**src/rtl/shift_add_multiplier_pkg.sv**
```systemverilog
// Shared constants for the arithmetic blocks: multiplier FSM encodings and sizing helpers.
// Pure declarations; no latency or flow control of its own.
package shift_add_multiplier_pkg;

  typedef enum logic [1:0] {
    IDLE = 2'd0,
    RUN  = 2'd1,
    DONE = 2'd2
  } mul_state_t;

  localparam int MUL_DEFAULT_N = 8;

  // Bits needed for a step counter that must be able to hold the value n.
  function automatic int cnt_width(input int n);
    return $clog2(n + 1);
  endfunction

endpackage

```
**src/rtl/ripple_carry_adder.sv**
```systemverilog
// N-bit ripple-carry adder built from full-adder cells.
// Purely combinational: zero cycles of latency and no flow control.
module ripple_carry_adder #(
  parameter int N = 8
) (
  input  logic [N-1:0] a,
  input  logic [N-1:0] b,
  input  logic         cin,
  output logic [N-1:0] sum,
  output logic         cout
);

  logic [N:0] c;

  assign c[0] = cin;

  for (genvar i = 0; i < N; i++) begin : g_fa
    assign sum[i] = a[i] ^ b[i] ^ c[i];
    assign c[i+1] = (a[i] & b[i]) | (c[i] & (a[i] ^ b[i]));
  end

  assign cout = c[N];

endmodule

```
**src/rtl/shift_add_multiplier.sv**
```systemverilog
// Unsigned N x N sequential shift-add multiplier; done pulses one cycle after N RUN steps.
// Latency N+1 cycles, issue interval N+2; start is accepted only while ready is high.
module shift_add_multiplier
  import shift_add_multiplier_pkg::*;
#(
  parameter int N = MUL_DEFAULT_N
) (
  input  logic           clk,
  input  logic           rst_n,
  input  logic           start,
  input  logic [N-1:0]   a,
  input  logic [N-1:0]   b,
  output logic           ready,
  output logic           done,
  output logic [2*N-1:0] product
);

  localparam int CW = cnt_width(N);

  mul_state_t    state;
  logic [N-1:0]  mcand;
  logic [N-1:0]  p_hi;
  logic [N-1:0]  p_lo;
  logic [CW-1:0] cnt;

  logic [N-1:0]  add_b;
  logic [N-1:0]  sum;
  logic          cout;

  // Partial product only accumulates the multiplicand when the current multiplier LSB is set.
  assign add_b = p_lo[0] ? mcand : '0;

  ripple_carry_adder #(.N(N)) u_adder (
    .a    (p_hi),
    .b    (add_b),
    .cin  (1'b0),
    .sum  (sum),
    .cout (cout)
  );

  always_ff @(posedge clk) begin
    if (!rst_n) begin
      state <= IDLE;
      mcand <= '0;
      p_hi  <= '0;
      p_lo  <= '0;
      cnt   <= '0;
    end else begin
      case (state)
        IDLE: begin
          if (start) begin
            mcand <= a;
            p_lo  <= b;
            p_hi  <= '0;
            cnt   <= '0;
            state <= RUN;
          end
        end
        RUN: begin
          // Adder carry-out becomes the new top bit; multiplier bits shift out of p_lo.
          {p_hi, p_lo} <= {cout, sum, p_lo[N-1:1]};
          cnt          <= cnt + CW'(1);
          if (cnt == CW'(N - 1)) state <= DONE;
        end
        DONE:    state <= IDLE;
        default: state <= IDLE;
      endcase
    end
  end

  assign ready   = (state == IDLE);
  assign done    = (state == DONE);
  assign product = {p_hi, p_lo};

endmodule

```
**config.mk**
```make
export PLATFORM = sky130hd
export DESIGN_NAME = shift_add_multiplier
export DESIGN_NICKNAME = d
export VERILOG_FILES = /design/src/rtl/shift_add_multiplier_pkg.sv /design/src/rtl/ripple_carry_adder.sv /design/src/rtl/shift_add_multiplier.sv
export SDC_FILE = /design/constraint.sdc
export NUM_CORES = 1
export LEC_CHECK = 0
export BUFFER_PORTS_ARGS = -buffer_cell sky130_fd_sc_hd__buf_2
export CORE_UTILIZATION = 50
export DETAILED_ROUTE_END_ITERATION = 16
export PLACE_DENSITY = 0.85
export RECOVER_POWER = 100
export SLEW_MARGIN = 20
export SYNTH_ARGS = -nofsm -noshare
export SYNTH_HDL_FRONTEND = slang
export SYNTH_SLANG_ARGS = --single-unit
```
**constraint.sdc**
```tcl
create_clock -name clk -period 3.5 [get_ports clk]
set_clock_uncertainty 0.05 [all_clocks]
set_input_delay 0.525 -clock clk [delete_from_list [all_inputs] [get_ports clk]]
set_output_delay 0.525 -clock clk [all_outputs]
set_load 0.02 [all_outputs]
```
**Word level (Yosys, flattened, before mapping)**

Index checks and enable logic that the tools add are counted.
W data, S select, Z words.

- Add/sub/neg operators: 1
- Equal/unequal tests: 5
- Mux-type cells: 10
- Bitwise operators: 37
- Reduce and logical (&&, ||, !) cells: 5

Operators by type and width:

| cell | count |
|---|---|
| $pmux W8 S2 | 2 |
| $mux W8 | 3 |
| $and A1 B1 Y1 | 15 |
| $xor A1 B1 Y1 | 15 |
| $pmux W4 S2 | 1 |
| $or A1 B1 Y1 | 7 |
| $reduce_and A2 Y1 | 3 |
| $add A4 B1 Y4 const B | 1 |
| $eq A4 B3 Y1 const B | 1 |
| $mux W2 | 2 |
| $mux W4 | 1 |
| $ne A2 B2 Y1 const B | 2 |
| $pmux W2 S2 | 1 |
| $eq A2 B1 Y1 const B | 1 |
| $eq A2 B2 Y1 const B | 1 |
| $logic_not A2 Y1 | 1 |
| $reduce_bool A2 Y1 | 1 |

- Register bits after elaboration: 30
- Output and inout port bits: 18
- Word-level logic and storage cells: 63

**Depth between registers and ports, before layout**

Gate-level depths: netlist (run 1).

- Depth after elaboration: 17
- Depth in mapped cells: 15
- Mapped depth without buffers: 15

**Cells and area by module**

From an unflattened synthesis (run 1), not the netlist that was laid out.

- Cells, all modules: 149
- Area total of the unflattened synthesis: 1,515.2 sq um

Modules (own cells, without submodules):

| module | instances | cells each | area each (sq um) | seq. area each (sq um) |
|---|---|---|---|---|
| shift_add_multiplier | 1 | 131 | 1,317.5 | 600.6 |
| ripple_carry_adder | 1 | 18 | 197.7 | 0.0 |

**Worst setup path after synthesis (run 1)**

No wires, ideal clock.

- Path type: register to register
- From: reg p_lo[0]
- To: reg p_hi[6]
- Arrival: 3.130 ns
- Path slack: 0.200 ns
- Cell stages (with the launch flop): 16
- Clock period less this slack: 3.300 ns
- Path through: dfxtp_1 -> and2_1 -> ha_1 -> inv_1 -> fa_1 -> fa_1 -> inv_1 -> fa_1 -> inv_1 -> fa_1 -> inv_1 -> fa_1 -> fa_1 -> inv_1 -> fa_1 -> o2bb2ai_1

- Longest elaborated chain between the ends: 16
- Elaborated cells between the ends (all ways): 29
- Those cells by class: mux (2); bitwise (27)

Ends and longest elaborated chain:

| element | line | source |
|---|---|---|
| from (decl) | shift_add_multiplier.sv:23 | `logic [N-1:0] p_lo;` |
| from (signal assigned) | shift_add_multiplier.sv:61 | `{p_hi, p_lo} <= {cout, sum, p_lo[N-1:1]};` |
| $mux W8 (*) | shift_add_multiplier.sv:31 | `assign add_b = p_lo[0] ? mcand : '0;` |
| $and A1 B1 Y1 / $xor A1 B1 Y1 (equally long branches) | ripple_carry_adder.sv:19 | `assign c[i+1] = (a[i] & b[i]) \| (c[i] & (a[i] ^ b[i]));` |
| $and A1 B1 Y1 | ripple_carry_adder.sv:19 |  |
| $or A1 B1 Y1 | ripple_carry_adder.sv:19 |  |
| $and A1 B1 Y1 | ripple_carry_adder.sv:19 |  |
| $or A1 B1 Y1 | ripple_carry_adder.sv:19 |  |
| $and A1 B1 Y1 | ripple_carry_adder.sv:19 |  |
| $or A1 B1 Y1 | ripple_carry_adder.sv:19 |  |
| $and A1 B1 Y1 | ripple_carry_adder.sv:19 |  |
| $or A1 B1 Y1 | ripple_carry_adder.sv:19 |  |
| $and A1 B1 Y1 | ripple_carry_adder.sv:19 |  |
| $or A1 B1 Y1 | ripple_carry_adder.sv:19 |  |
| $and A1 B1 Y1 | ripple_carry_adder.sv:19 |  |
| $or A1 B1 Y1 | ripple_carry_adder.sv:19 |  |
| $xor A1 B1 Y1 (*) | ripple_carry_adder.sv:18 | `assign sum[i] = a[i] ^ b[i] ^ c[i];` |
| $pmux W8 S2 (*) | shift_add_multiplier.sv:49 | `case (state)` |
| to (signal assigned) | shift_add_multiplier.sv:61 |  |
| to (decl) | shift_add_multiplier.sv:22 | `logic [N-1:0] p_hi;` |

Every way passes the cells marked *; elsewhere a longest branch is shown, timed or not.
A chain may end at the register's enable or synchronous reset.

**Worst setup path in the final report (run 1)**

- From: reg mcand[0]
- To: reg p_hi[6]

- Longest elaborated chain between the ends: 16

Ends and longest elaborated chain:

| element | line | source |
|---|---|---|
| from (decl) | shift_add_multiplier.sv:21 | `logic [N-1:0] mcand;` |
| from (signal assigned) | shift_add_multiplier.sv:44 | `mcand <= '0;` |
| from (signal assigned) | shift_add_multiplier.sv:52 | `mcand <= a;` |
| $mux W8 | shift_add_multiplier.sv:31 |  |
| $and A1 B1 Y1 (2 in a row) | ripple_carry_adder.sv:19 |  |
| $or A1 B1 Y1 | ripple_carry_adder.sv:19 |  |
| $and A1 B1 Y1 | ripple_carry_adder.sv:19 |  |
| $or A1 B1 Y1 | ripple_carry_adder.sv:19 |  |
| $and A1 B1 Y1 | ripple_carry_adder.sv:19 |  |
| $or A1 B1 Y1 | ripple_carry_adder.sv:19 |  |
| $and A1 B1 Y1 | ripple_carry_adder.sv:19 |  |
| $or A1 B1 Y1 | ripple_carry_adder.sv:19 |  |
| $and A1 B1 Y1 | ripple_carry_adder.sv:19 |  |
| $or A1 B1 Y1 | ripple_carry_adder.sv:19 |  |
| $and A1 B1 Y1 | ripple_carry_adder.sv:19 |  |
| $or A1 B1 Y1 | ripple_carry_adder.sv:19 |  |
| $xor A1 B1 Y1 | ripple_carry_adder.sv:18 |  |
| $pmux W8 S2 | shift_add_multiplier.sv:49 |  |

Every way passes these cells.

==> reports/metrics.cfg, run 1 <==
[timing]
hold_ws_ns = 0.404
tightest_slew_ns = 1.63
min_period_ns = 3.17
finalMaxSlewViolations = 11
fin_crit_sh_pct = 90.6
rsz0062_at_grt = no
max_freq_ghz = 0.315
slew_headroom_pct = -8.61
setup_tns_ns = 0
setup_viol = 0
final_hold_viol_count = 0
fin_ws_ns = 0.329

[critical_path]
cp-start-kind = flip-flop
reg2reg_from = mcand[0]
cp_data_required_time_ns = 3.72
crit_type = reg -> reg
end_kind = flip-flop
startpoint = mcand[0]
cp.arrival_ns = 3.39
worst-path-max-fanout = 2

[floorplan]
ios = 37
die_w_um = 55.4
core_area_um2 = 2590
dieArea_um2 = 3070
die-height_um = 55.4
start_util_pct = 55.0
rows = 18

[power]
leakagePower_nw = 0.647
intPower_w = 0.000504
powerDensity_nw_per_um2 = 432
p_seq_share_pct = 53.8
comb_power_share_pct = 15.7
p_total_w = 0.000707
switching_power_w = 0.000203
sw_frac_of_total_pct = 28.7
ir_drop_v = 0.000334
pwr-share-clk_pct = 30.5

[synth]
netlist_top_cells_area = dfxtp_1 42%, fa_1 9.8%, mux2i_1 6.3%
postSynthAreaPerCell_um2 = 9.96
synth_seq_cells = 30
synth_nets = 171
yosys.area.top_type = dfxtp_1
ys_types = 30
syn_inst = 143
yosysWarnings = 0
syn-cell-area_um2 = 1420
synth_top_area_share_pct = 42.2
yosysSeqAreaShare_pct = 42.2

[placed_design]
dp_hpwl_mm = 2.19
port_buffers = 36
placedInstanceArea_um2 = 1600
dpl_worst_slack_ns = 0.331
gp_congestion = 0.794

[global_route]
grt_max_degree = 24
antenna_found_initial = 0
grt_pass1_vias = 1074
overflow = 0
grt_util_met1_pct = 25.8
grt_first_pass_wirelength_mm = 4.86
use_met2_pct = 32.5
grt_usage_pct = 20.5
grt_util_met3_pct = 7.73
grt_busiest_layer = met2

[clock_tree]
cts.sinks = 30
cts.htree.levels = 2
clockBufferDepth = 2
cts_setup_buffers = 0
postCtsHoldBufs = 0
tritoncts = done
clock_latency_ns = 0.33
path_clk_slew_ns = 0.09
cts_root_buf = clkbuf_4
ctsResizeCount = 0
cts-buffers-inserted = 5

[routing]
vias_per_cell = 5.37
wl_mm = 2.89
ant_nets = 0
vias = 1138
dr.first_iter.drc_count = 42
detail_route.first_pass.iterations = 4
remaining_drc_errors = 0
wl_per_cell_um = 13.7

[cells_and_area]
design_area_um2 = 1640
mostFrequentLayoutCells = 30 x dfxtp_1, 19 x clkbuf_1, 18 x buf_2, 13 x nor2b_1, 10 x inv_1
final_common_cell = dfxtp_1
fillers = 226
drive_above_1_share_pct = 14.8
n_antenna_cell = 0
nNetsFinal = 209
area_growth_pct = 14.9

[status]
violations = max-capacitance violations, max-slew violations
status = finished, violations left

[hold_path]
worstHoldPathType = in -> reg
hp-start = a[4]

[job]
cap_viol_max_count = 1

[cell usage after synthesis, drive strengths merged]
cell type  instances
dfxtp             30
nor2b             13
inv               11
mux2i              9
o2bb2ai            9
nor2               8
o21ai              8
a21oi              7
fa                 7
nand2              7
and2               6
a22o               5
buf                4
o22ai              3
clkbuf             2
ha                 2
nor3               2
and3               1
nand2b             1
nand3              1
nand3b             1
nor3b              1
o21a               1
o21ba              1
o31a               1
o32ai              1
or2b               1
[sequential cells by signal, indices dropped and copies added (netlist names)]
signal and count:
cnt 4, mcand 8, p_lo 8, p_hi 8, state 2
[worst paths after layout]
| path | end | slack (ns) | cells past startpoint |
|---|---|---|---|
| min | mcand[4] | 0.40 | 3 |
| max | p_hi[6] | 0.33 | 15 |
| max reg2reg | p_hi[6] | 0.33 | 15 |
| min reg2reg | p_hi[7] | 0.44 | 1 |
[layer usage]
metal | part of all wire, % | up-vias | wire, um
met5 | 0 | - | 0
met4 | 1.5 | 0 | 44
met3 | 6.4 | 7 | 184
met2 | 48 | 37 | 1400
met1 | 44 | 532 | 1260
li1 | - | 562 | -
[worst max-delay path: stages, from the launching register on]
cell and delay (ns):
dfxtp_1 0.31, and2_0 0.15, ha_1 0.17, inv_1 0.07, fa_1 0.19, fa_1 0.17, inv_1 0.05, fa_1 0.35
inv_1 0.08, fa_1 0.15, inv_1 0.05, fa_1 0.37, fa_1 0.36, inv_1 0.07, fa_1 0.40, o2bb2ai_1 0.12
[per-stage QoR]
| step | util, % | instances |
|---|---|---|
| 2_1_floorplan | - | 143 |
| 3_3_place_gp | 61.9 | 204 |
| 3_5_place_dp | 61.9 | 204 |
| 4_1_cts | 64.3 | 212 |
| 5_1_grt | 63.2 | 212 |
| 6_report | 63.2 | 212 |
[power by group through the flow]
stage	sequential [W]	clock [W]	combinational (W)
floorplan	0.000398	0	0.0000712
global placement	0.000387	0	0.000112
detailed placement	0.000388	0	0.000116
CTS	0.000380	0.000222	0.000117
global route	0.000383	0.000238	0.000123
finish	0.000380	0.000216	0.000111
[cell type report]
| type | count | area (um^2) | share of cell area, % |
|---|---|---|---|
| Tap cell | 30 | 37.5 | 2.29 |
| Multi-Input combinational cell | 96 | 732 | 44.7 |
| Inverter | 11 | 41.3 | 2.52 |
| Clock inverter | 1 | 5.00 | 0.306 |
| Timing Repair Buffer | 37 | 165 | 10.1 |
| Sequential cell | 30 | 601 | 36.7 |
| Clock buffer | 7 | 55.1 | 3.36 |
[cells by family (layout without fill, tap and decap cells)]
family / count (synthesis) / after routing / share of synthesized area (%)
simple gates: 42 / 42 / 16.2
buf+inv: 17 / 56 / 6.06
flops: 30 / 30 / 42.2
compound gates: 36 / 36 / 17.7
fa+ha+maj: 9 / 9 / 11.6
mux: 9 / 9 / 6.33
Power figures use the tool's default switching activity.
==> inputs of run 2 (changes only) <==
- SETUP_SLACK_MARGIN: unset -> 0.5
==> run 2 against run 1 <==
Effect of this change:
- the run still ends with max-capacitance violations, max-slew violations left
- final area up 1.5%
- clock power down 12%
- sequential share of layout area down 0.25 points
- count of clock-buffer cells in the layout up 1
- via count up 3.2%
- flip-flop and latch count unchanged
- setup slack worse by 0.051 ns
- power down 3.1%
- sequential power about the same
==> reports/metrics.cfg, run 2 (synthesized netlist as in run 1, its figures left out) <==
[routing]
remaining_drc_errors = 0  ; unchanged
vias_per_cell = 5.54  ; +3.2%
detail_route.first_pass.iterations = 4  ; unchanged
ant_nets = 0  ; unchanged
dr.first_iter.drc_count = 28  ; -33%
vias = 1174  ; +3.2%
wl_mm = 3.04  ; +5.2%
wl_per_cell_um = 14.4  ; +5.2%

[floorplan]
dieArea_um2 = 3070  ; unchanged
die-height_um = 55.4  ; unchanged
core_area_um2 = 2590  ; unchanged
rows = 18  ; unchanged
ios = 37  ; unchanged
die_w_um = 55.4  ; unchanged
start_util_pct = 55.0  ; unchanged

[timing]
setup_viol = 0  ; unchanged
finalMaxSlewViolations = 11  ; unchanged
min_period_ns = 3.22  ; +0.0508 ns
fin_crit_sh_pct = 92.1  ; +1.5 points
final_hold_viol_count = 0  ; unchanged
rsz0062_at_grt = yes
tightest_slew_ns = 1.88  ; +0.253 ns
hold_ws_ns = 0.407  ; +0.00234 ns
setup_tns_ns = 0  ; unchanged
max_freq_ghz = 0.310  ; -1.6%
slew_headroom_pct = -25.5  ; -17 points

[critical_path]
cp.arrival_ns = 3.42  ; +0.03 ns
cp-start-kind = flip-flop
critical_path.top_delay_family = adder cells
path_cells = and2_4 -> ha_4 -> inv_2 -> fa_2 -> fa_1 -> inv_1 -> fa_1 -> inv_2 -> fa_2 -> inv_2 -> fa_1 -> fa_2 -> inv_2 -> fa_2 -> o2bb2ai_1
end_kind = flip-flop
cp_data_required_time_ns = 3.70  ; -0.02 ns
crit_type = reg -> reg
max_stage_delay_ns = 0.42  ; +0.02 ns
worst-path-max-fanout = 2  ; unchanged
crit_slowest_cell = fa_2
worst-path-buf-inv = 5  ; unchanged

[clock_tree]
tritoncts = done
path_clk_slew_ns = 0.09  ; about the same
cts.sinks = 30  ; unchanged
cts-buffers-inserted = 5  ; unchanged
cts_root_buf = clkbuf_4
cts.htree.levels = 2  ; unchanged
clock_latency_ns = 0.32  ; about the same
clockBufferDepth = 2  ; unchanged

[cells_and_area]
top_regs = mcand: 8 flops, p_hi: 8 flops, p_lo: 8 flops
drive_above_1_share_pct = 20.9  ; +6.0 points
area_growth_pct = 16.7
final_common_cell = dfxtp_1
n_antenna_cell = 0  ; unchanged
design_area_um2 = 1660  ; +1.5%
utilization_pct = 64.2  ; +0.97 points
nNetsFinal = 209  ; unchanged
mostFrequentLayoutCells = 28 x dfxtp_1, 21 x clkbuf_1, 18 x buf_2, 13 x nor2b_1, 9 x mux2i_1

[placed_design]
port_buffers = 36  ; unchanged
gp_congestion = 0.786  ; -0.93%
placedInstanceArea_um2 = 1610  ; +0.23%
dp_hpwl_mm = 2.09  ; -4.3%

[global_route]
grt_pass1_vias = 1088  ; +1.3%
antenna_found_initial = 0  ; unchanged
grt_first_pass_wirelength_mm = 4.84  ; -0.43%
grt_usage_pct = 20.1  ; -0.37 points
overflow = 0  ; unchanged
grt_max_degree = 24  ; unchanged

[hold_path]
worstHoldPathType = in -> reg

[status]
violations = max-capacitance violations, max-slew violations
status = finished, violations left

[power]
leakagePower_nw = 0.641  ; -0.95%
powerDensity_nw_per_um2 = 412  ; -4.6%
ir_drop_v = 0.000300  ; -10%

[job]
cap_viol_max_count = 1  ; unchanged

[run 2: layout make-up]
cell class,count,area [um^2]
fill,240,928
multi-input combinational,96,763
sequential,30,606
timing repair buffer,37,165
clock buffer,8,48.8
inverter,11,41.3
tap,30,37.5
[run 2: final timing paths]
check             startpoint       end  slack [ns]  cells after the start
setup / recovery     p_lo[0]   p_hi[6]        0.28                     15
hold / removal          a[1]  mcand[1]        0.41                      3
setup reg to reg     p_lo[0]   p_hi[6]        0.28                     15
hold reg to reg      p_hi[7]   p_hi[7]        0.45                      1
[run 2: timing repair]
item / CTS / global route
setup buffers: 1 / 0
cloned: 0 / 0
endpoints found under the setup margin: 3 / 3
pin swaps: 1 / 3
gates resized for setup: 1 / 13
hold buffers: 0 / 0
[run 2: power by group]
group          switching, W  internal, W
combinational     0.0000683    0.0000457
sequential        0.0000191     0.000362
clock              0.000110    0.0000799
[run 2: layer usage]
| layer | GRT usage (%) | routed length, um |
|---|---|---|
| met4 | 9.29 | 39 |
| met5 | 0 | 0 |
| met1 | 24.5 | 1330 |
| met3 | 4.45 | 157 |
| met2 | 33.7 | 1520 |
[run 2: worst min-delay path, delay by kind of cell]
| kind | cells | cell delay [ns] |
|---|---|---|
| and+or+nand+nor | 1 | 0.09 |
| buffers and inverters | 1 | 0.08 |
| muxes | 1 | 0.05 |
[run 2: through the flow]
| step | cells | worst slack [ns] | power, W |
|---|---|---|---|
| after global placement | 203 | 0.391 | 0.000498 |
| final | 212 | 0.278 | 0.000685 |
| after CTS | 212 | 0.335 | 0.000690 |
| after floorplan | 143 | 0.396 | 0.000470 |
| after detailed placement | 203 | 0.293 | 0.000505 |
| after global routing | 212 | 0.132 | 0.000718 |
